File: src/rtl/fifomem_arb_pkg.sv
`default_nettype none
// ============================================================================
// Module   : fifomem_arb_pkg
// Brief    : Shared types and width helpers for the FIFO write-port arbiter.
// Revision : 1.0  initial release
// ============================================================================
package fifomem_arb_pkg;

  // Arbiter states: waiting for any producer, or serving one producer's burst.
  typedef enum logic [0:0] {
    IDLE  = 1'b0,
    GRANT = 1'b1
  } arb_state_t;

  // Index/counter width for a range of n values; never narrower than one bit
  // so that degenerate ranges (n == 1) still yield a legal vector.
  function automatic int idx_width(input int n);
    return (n > 1) ? $clog2(n) : 1;
  endfunction

endpackage
`default_nettype wire

File: src/rtl/fifomem_wr_arbiter_rr_pick.sv
`default_nettype none
// ============================================================================
// Module   : rr_pick
// Brief    : Combinational cyclic priority search. Returns the first set bit
//            of valid at or after start, wrapping modulo NREQ.
// Revision : 1.0  initial release
// ============================================================================
module rr_pick
  import fifomem_arb_pkg::*;
#(
  parameter int NREQ = 4,
  parameter int IW   = idx_width(NREQ)
) (
  input  logic [NREQ-1:0] valid,
  input  logic [IW-1:0]   start,
  output logic            found,
  output logic [IW-1:0]   index
);

  // One extra bit so start + offset never overflows before the explicit
  // wrap; the wrap handles NREQ that is not a power of two.
  logic [IW:0]   w_cand;
  logic [IW-1:0] w_slot;

  // Walk the slots in cyclic order from start; the first valid one wins.
  always_comb begin
    found  = 1'b0;
    index  = '0;
    w_cand = '0;
    w_slot = '0;
    for (int k = 0; k < NREQ; k++) begin
      w_cand = {1'b0, start} + (IW+1)'(k);
      if (w_cand >= (IW+1)'(NREQ)) begin
        w_cand = w_cand - (IW+1)'(NREQ);
      end
      w_slot = w_cand[IW-1:0];
      if (!found && valid[w_slot]) begin
        found = 1'b1;
        index = w_slot;
      end
    end
  end

endmodule
`default_nettype wire

File: src/rtl/fifomem_wr_arbiter.sv
`default_nettype none
// ============================================================================
// Module   : fifomem_wr_arbiter
// Brief    : Round-robin arbiter sharing the FIFO memory write port among
//            NREQ valid/ready producers, with bounded bursts and full gating.
// Revision : 1.0  initial release
// ============================================================================
module fifomem_wr_arbiter
  import fifomem_arb_pkg::*;
#(
  parameter int DATASIZE = 8,
  parameter int NREQ     = 4,
  parameter int MAXBURST = 4
) (
  input  logic                     wclk,
  input  logic                     wrst_n,
  input  logic [NREQ-1:0]          req_valid,
  input  logic [NREQ*DATASIZE-1:0] req_wdata,
  output logic [NREQ-1:0]          req_ready,
  input  logic                     wfull,
  output logic                     wclken,
  output logic [DATASIZE-1:0]      wdata,
  output logic [NREQ-1:0]          gnt,
  output logic                     busy
);

  localparam int              c_IW        = idx_width(NREQ);
  localparam int              c_BW        = idx_width(MAXBURST);
  localparam logic [c_BW-1:0] c_LAST_BEAT = c_BW'(MAXBURST - 1);
  localparam logic [c_IW-1:0] c_LAST_ID   = c_IW'(NREQ - 1);

  arb_state_t      r_state,     w_state_nxt;
  logic [c_IW-1:0] r_gnt_id,    w_gnt_id_nxt;
  logic [c_IW-1:0] r_rr_ptr,    w_rr_ptr_nxt;
  logic [c_BW-1:0] r_burst_cnt, w_burst_cnt_nxt;
  logic [NREQ-1:0] r_gnt,       w_gnt_nxt;

  logic            w_busy;
  logic            w_cur_valid;
  logic            w_accept;
  logic            w_release;
  logic            w_pick_found;
  logic [c_IW-1:0] w_after_id;
  logic [c_IW-1:0] w_pick_start;
  logic [c_IW-1:0] w_pick_idx;

  assign w_busy      = (r_state == GRANT);
  assign w_cur_valid = req_valid[r_gnt_id];
  assign w_accept    = w_busy & w_cur_valid & ~wfull;
  // A burst ends on its last beat or as soon as the owner stops presenting.
  assign w_release   = w_busy & ((w_accept & (r_burst_cnt == c_LAST_BEAT)) | ~w_cur_valid);
  assign w_after_id  = (r_gnt_id == c_LAST_ID) ? '0 : r_gnt_id + 1'b1;

  // One picker serves both paths: from IDLE it searches from the round-robin
  // pointer, while granted it searches from the slot after the current owner
  // so the releasing producer is considered last.
  assign w_pick_start = w_busy ? w_after_id : r_rr_ptr;

  rr_pick #(
    .NREQ (NREQ),
    .IW   (c_IW)
  ) u_pick (
    .valid (req_valid),
    .start (w_pick_start),
    .found (w_pick_found),
    .index (w_pick_idx)
  );

  // Next-state logic: grant from IDLE, hand over or drop on release.
  always_comb begin
    w_state_nxt     = r_state;
    w_gnt_id_nxt    = r_gnt_id;
    w_rr_ptr_nxt    = r_rr_ptr;
    w_burst_cnt_nxt = r_burst_cnt;
    case (r_state)
      IDLE: begin
        if (w_pick_found) begin
          w_state_nxt     = GRANT;
          w_gnt_id_nxt    = w_pick_idx;
          w_burst_cnt_nxt = '0;
        end
      end
      GRANT: begin
        if (w_release) begin
          w_rr_ptr_nxt    = w_after_id;
          w_burst_cnt_nxt = '0;
          if (w_pick_found) begin
            w_gnt_id_nxt = w_pick_idx;
          end else begin
            w_state_nxt = IDLE;
          end
        end else if (w_accept) begin
          w_burst_cnt_nxt = r_burst_cnt + 1'b1;
        end
      end
      default: begin
        w_state_nxt = IDLE;
      end
    endcase
  end

  // One-hot decode of the upcoming grant so gnt itself comes from a flop.
  always_comb begin
    w_gnt_nxt = '0;
    if (w_state_nxt == GRANT) begin
      for (int i = 0; i < NREQ; i++) begin
        if (w_gnt_id_nxt == c_IW'(i)) begin
          w_gnt_nxt[i] = 1'b1;
        end
      end
    end
  end

  // State, owner, pointer, burst counter and grant registers.
  always_ff @(posedge wclk or negedge wrst_n) begin
    if (!wrst_n) begin
      r_state     <= IDLE;
      r_gnt_id    <= '0;
      r_rr_ptr    <= '0;
      r_burst_cnt <= '0;
      r_gnt       <= '0;
    end else begin
      r_state     <= w_state_nxt;
      r_gnt_id    <= w_gnt_id_nxt;
      r_rr_ptr    <= w_rr_ptr_nxt;
      r_burst_cnt <= w_burst_cnt_nxt;
      r_gnt       <= w_gnt_nxt;
    end
  end

  // Ready goes only to the owner, and only while the FIFO has room.
  always_comb begin
    req_ready = '0;
    for (int i = 0; i < NREQ; i++) begin
      if (w_busy && (r_gnt_id == c_IW'(i))) begin
        req_ready[i] = ~wfull;
      end
    end
  end

  // Owner's data mux; held at zero while idle so the bus is quiet.
  always_comb begin
    wdata = '0;
    for (int i = 0; i < NREQ; i++) begin
      if (w_busy && (r_gnt_id == c_IW'(i))) begin
        wdata = req_wdata[i*DATASIZE +: DATASIZE];
      end
    end
  end

  assign wclken = w_accept;
  assign gnt    = r_gnt;
  assign busy   = w_busy;

endmodule
`default_nettype wire

File: config.mk
export PLATFORM = sky130hd
export DESIGN_NAME = fifomem_wr_arbiter
export DESIGN_NICKNAME = d
export VERILOG_FILES = /design/src/rtl/fifomem_arb_pkg.sv /design/src/rtl/fifomem_wr_arbiter_rr_pick.sv /design/src/rtl/fifomem_wr_arbiter.sv
export SDC_FILE = /design/constraint.sdc
export NUM_CORES = 1
export LEC_CHECK = 0
export BUFFER_PORTS_ARGS = -buffer_cell sky130_fd_sc_hd__buf_2
export CORE_UTILIZATION = 31
export CTS_BUF_LIST = sky130_fd_sc_hd__clkbuf_16
export DETAILED_ROUTE_END_ITERATION = 16
export HOLD_SLACK_MARGIN = 0.08
export PLACE_DENSITY = 0.63
export SLEW_MARGIN = 15
export SYNTH_ARGS = -nofsm -noshare
export SYNTH_HDL_FRONTEND = slang
export SYNTH_HIERARCHICAL = 1
export SYNTH_SLANG_ARGS = --single-unit
File: constraint.sdc
create_clock -name wclk -period 2.1 [get_ports wclk]
set_clock_uncertainty 0.05 [all_clocks]
set_input_delay 0.315 -clock wclk [delete_from_list [all_inputs] [get_ports wclk]]
set_output_delay 0.315 -clock wclk [all_outputs]
set_load 0.02 [all_outputs]
==> impl_metrics.yaml, run 1 <==
floorplanning:
  ioPinCount: 57
  die_height_um: 61.26
  die-area_um2: 3752
  start_util: 0.3262
  core_area_um2: 3337
  fp.dieW_um: 61.26
  rows: 21
run_status:
  outcome: "complete, but fails checks"
  failed_checks: "negative setup slack"
sta:
  setup_violations: 5
  rsz0062_at_grt: "yes"
  slew_viol_final: 0
  slew-limit-headroom: 0.7695
  hold_violations: 0
  worst_slack_ns: -0.05200
  worst_pin_slew_ns: 0.3457
  max_freq_ghz: 0.4647
  fin_crit_sh: 1.025
  period_minus_slack_ns: 2.152
logic_synthesis:
  yosysUniqueCellTypes: 32
  synth_area_um2: 1089
  synth_flop_cell: "dfrtp_1"
  synth_warnings: 6
  synth-seq-cells: 11
  yosys.area_share.simple: 0.2287
  synth_mux_area_frac: 0.1356
  synth-compound-area-share: 0.2563
  synth_fa_ha_area_frac: 0.05747
  syn_nets: 161
  seq_area_frac_synth: 0.2529
  syn_avg_cell_area_um2: 9.304
  postSynthCellCount: 117
  synthArstFlopShare: 1.000
  synth_top_family_by_area: "compound AO/OA/AOI/OAI gates"
  yosys.area_share.xor_xnor: 0
  synth-edff-count: 0
layout:
  drive_gt1_frac: 0.5744
  antenna_cells: 0
  nNetsFinal: 240
  final_cells: 241
  area_growth_syn_to_layout_pct: 67.24
  stdcell_area_um2: 1821
route:
  via_per_inst: 5.004
  num_vias: 1206
  wl_per_cell_um: 13.30
  wl_mm: 3.206
  drt-initial-drc-count: 43
  first_pass_iters: 4
  drc: 0
  postRouteAntennaNets: 0
cts:
  clock_path_buffers: 2
  clock_latency_ns: 0.24
  htreeDepth: 1
  cts_buffers: 3
  clockRootBuffer: "clkbuf_16"
  cts_tree: "done"
  path_clk_slew_ns: 0.04
  clock-sinks: 11
hold_path:
  hp-class: "primary input to register"
grt:
  grt_pass1_vias: 1099
  antenna_found_initial: 0
  grt_pass1_wl_mm: 4.526
  grt.total_usage: 0.1677
  grt-ovfl-total: 0
  grt_max_degree: 12
worst_setup_path:
  r2r-start: "r_gnt_id[1]"
  r2r_slack_ns: 0
  regToRegEndpoint: "gnt[0]"
  timing.critical_path.to: "wdata[5]"
  r2r_cells: 9
  path_class: "register to output pin"
  critPathLaunchType: "register"
  endpoint_kind: "output pin"
  crit_fanout: 7
  arrival_ns: 1.79
  crit_required_ns: 1.74
  startpoint: "r_gnt_id[0]"
pwr:
  power_leakage_nw: 0.9170
  p_per_area_nw_per_um2: 1696
  ir_worst_vdd_mv: 0.6032
  power_mw: 3.088
placement:
  io_buffers: 56
  place_inst: 224
  dpl_cell_area_um2: 1486
  gp_congestion: 0.7463
  dp_hpwl_mm: 2.357
run:
  maxCapViolations: 0
-- cell families after synthesis --
kind of cell,count (synthesis)
flops,11
compound gates,29
mux,12
buf+inv,18
fa+ha+maj,5
simple gates,42
-- power by group --
group | leakage (nW) | internal [mW] | switching, mW
logic | 0.741 | 1.30 | 1.09
registers | 0.133 | 0.305 | 0.0445
clock network | 0.0423 | 0.250 | 0.0974
-- state kept, by name, indices dropped and copies added (netlist names) --
name,flops
gnt,4
r_burst_cnt,2
r_gnt_id,2
r_rr_ptr,2
busy,1
-- layer usage --
metal / global-route usage / wire, um
met3: 0.02311 / 222
met1: 0.1563 / 1263
met4: 0.08766 / 63
met5: 0 / 0
met2: 0.3447 / 1656
-- layout by cell type (no fill, tap or decap), drive strengths merged --
cell type and n:
nand3b 2, o221ai 1, o22ai 1, nand3 3
dfrtp 11, clkbuf 3, mux4 1, nand2b 11
nand4 2, a32o 8, ha 5, mux2i 5
a31oi 2, inv 12, o21ai 2, a21boi 1
mux2 6, nor2b 10, and2 6, nor2 3
nor3 1, buf 80, a221o 9, a211o 1
nand2 4, a21oi 4, dlygate4sd3 1
-- critical path: stages (launching register included) --
cell and delay (ns):
dfrtp_2 0.43, ha_4 0.17, buf_6 0.13, buf_6 0.11, a221o_1 0.31, a32o_2 0.27
buf_6 0.13
-- synthesized netlist by cell type (3+ instances only) --
cell type	count	area, um^2
ha_1	5	62.56
buf_1	3	11.26
inv_1	10	37.54
a221o_1	9	90.09
nand2b_1	11	68.82
nor2b_1	10	62.56
nand2_1	4	15.01
and2_1	5	31.28
nor2_1	3	11.26
clkbuf_1	3	11.26
a32o_1	8	80.08
dfrtp_1	11	275.3
a21oi_1	4	20.02
mux2i_1	5	50.05
-- how the worst min path moves through the flow --
stage / from / end / depth (start not counted)
6_report: wfull / r_burst_cnt[1] / 3
5_1_grt: wfull / r_burst_cnt[1] / 3
4_1_cts: wfull / r_burst_cnt[1] / 3
3_5_place_dp: wrst_n / r_burst_cnt[0] / 1
3_3_place_gp: wrst_n / r_burst_cnt[1] / 1
2_1_floorplan: wrst_n / busy / 0
-- stage by stage --
stage	hold WS (ns)	setup slack [ns]	util	TNS, ns
after floorplan	-0.03059	-0.01912	-	-0.01912
after global placement	0.1406	-0.001874	0.4454	-0.001874
after detailed placement	0.1525	-0.03753	0.4454	-0.04230
after CTS	0.4121	-0.03233	0.5234	-0.1784
after global routing	0.4313	-0.09251	0.5456	-0.7883
final	0.4085	-0.05200	0.5456	-0.1845
-- final cells by class --
type / instances / area, um^2
fillers: 310 / 1516
multi-input cells: 88 / 813.3
repair buffers: 81 / 553.0
flip-flops and latches: 11 / 276.5
clock buffers: 3 / 75.07
well taps: 46 / 57.56
inverters: 11 / 41.29
clock inverters: 1 / 3.754
-- what timing repair did --
action,4_1_cts,5_1_grt
buffers inserted,8,4
hold buffers,1,0
endpoints found under the setup margin,12,13
hold endpoints to repair,11,0
resized for setup,34,16
pin swaps,7,9
Power figures use the tool's default switching activity.
==> run 2: changes to the inputs <==
CELL_PAD_IN_SITES_DETAIL_PLACEMENT = 0   (was unset)
CELL_PAD_IN_SITES_GLOBAL_PLACEMENT = 1   (was unset)
CORE_UTILIZATION = 29   (was 31)
PLACE_DENSITY = 0.78   (was 0.63)
==> impl_metrics.yaml, run 2 (synthesized netlist as in run 1, its figures left out) <==
worst_setup_path:
  slowest_stage: "dfrtp_2"
  worst_path_largest_cell_delay_ns: 0.45
  crit_required_ns: 1.74
  arrival_ns: 1.79
  path_class: "register to output pin"
  critPathLaunchType: "register"
  cp_num_buf_inv: 2
  critPathTopFamily: "compound AO/OA/AOI/OAI gates"
  endpoint_kind: "output pin"
  crit_fanout: 14
  path_cells: "ha_4 -> buf_4 -> a221o_1 -> a32o_1 -> buf_2"
floorplanning:
  start_util: 0.3139
  rows: 21
  fp.dieW_um: 63.27
  die-area_um2: 4002
  die_height_um: 63.27
  core_area_um2: 3468
  ioPinCount: 57
cts:
  clock_latency_ns: 0.24
  cts_buffers: 3
  clock_path_buffers: 2
  clock-sinks: 11
  htreeDepth: 1
  cts_tree: "done"
  clockRootBuffer: "clkbuf_16"
  path_clk_slew_ns: 0.04
placement:
  dp_hpwl_mm: 2.468
  gp_congestion: 0.7811
  dp_slack_ns: -0.04974
  io_buffers: 56
  dpl_cell_area_um2: 1509
run_status:
  outcome: "complete, but fails checks"
  failed_checks: "negative setup slack"
sta:
  setup_violations: 8
  fin_crit_sh: 1.028
  period_minus_slack_ns: 2.159
  rsz0062_at_grt: "yes"
  worst_slack_ns: -0.05906
  hold_violations: 0
  slew_viol_final: 0
  hold_ws_ns: 0.4123
  max_freq_ghz: 0.4632
  slew-limit-headroom: 0.7745
  worst_pin_slew_ns: 0.3382
pwr:
  power_leakage_nw: 0.8426
  power_mw: 2.717
  ir_worst_vdd_mv: 0.5185
  p_per_area_nw_per_um2: 1620
route:
  wl_mm: 3.084
  num_vias: 1157
  via_per_inst: 4.923
  first_pass_iters: 4
  drc: 0
  wl_per_cell_um: 13.12
  postRouteAntennaNets: 0
  drt-initial-drc-count: 40
layout:
  final_cell_mix: "buf_2, buf_4, nand2b_1, nor2b_1"
  nNetsFinal: 234
  stdcell_area_um2: 1677
  drive_gt1_frac: 0.5185
  antenna_cells: 0
  largest_reg_flops: 4
  final_common_cell: "buf_2"
  area_growth_syn_to_layout_pct: 54.02
grt:
  grt_pass1_vias: 1169
  antenna_found_initial: 0
  grt-ovfl-total: 0
  grt.total_usage: 0.1589
  grt_pass1_wl_mm: 4.981
  grt_max_degree: 15
run:
  maxCapViolations: 0
hold_path:
  hp-class: "primary input to register"
==> run 2: power by group <==
| group | switching, mW | internal (mW) | leakage (nW) |
|---|---|---|---|
| combinational | 1.01 | 1.00 | 0.667 |
| sequential | 0.0532 | 0.305 | 0.133 |
| clock | 0.0943 | 0.250 | 0.0423 |
| total | 1.16 | 1.56 | 0.843 |
==> run 2: timing repair <==
action / 4_1_cts / 5_1_grt
endpoints found under the hold margin: 11 / 0
setup endpoints to repair: 10 / 13
setup buffers: 1 / 2
hold buffers: 1 / 0
gates resized for setup: 7 / 6
cloned: 0 / 0
pin swaps: 1 / 3
==> run 2: through the flow <==
step | cells | utilization | TNS (ns)
after floorplan | 117 | - | -0.01912
after global placement | 227 | 0.4351 | 0
after global routing | 235 | 0.4834 | -0.8014
final | 235 | 0.4834 | -0.2599
after detailed placement | 227 | 0.4351 | -0.2428
after CTS | 233 | 0.4722 | -0.3770
==> run 2: path summary, 6_finish.rpt <==
check	from	end	slack [ns]	depth (start not counted)
max	r_gnt_id[0]	wdata[6]	-0.06	5
min	wfull	r_burst_cnt[0]	0.41	3
max reg2reg	r_gnt_id[0]	gnt[0]	0.04	8
min reg2reg	r_rr_ptr[1]	r_rr_ptr[1]	0.44	1
max in group asynchronous	wrst_n	r_gnt_id[0]	1.36	2
min in group asynchronous	wrst_n	r_rr_ptr[1]	0.42	2
==> run 2: tightest hold or removal path: stages <==
cell     delay, ns
buf_2         0.12
a31oi_4       0.10
mux2i_1       0.12
==> run 2: routing by layer <==
metal,track usage,vias up,share of wire
li1,-,573,-
met5,0,-,0
met1,0.1648,516,0.42
met2,0.2863,63,0.47
met3,0.04891,5,0.088
met4,0.07955,0,0.019
==> run 2: area by class of cell <==
class,count,area (um^2)
Clock buffer,3,75.07
Inverter,11,41.29
Tap cell,46,57.56
Clock inverter,1,3.754
Multi-Input combinational cell,88,792.0
Timing Repair Buffer,75,429.2
Fill cell,355,1792
Sequential cell,11,277.8
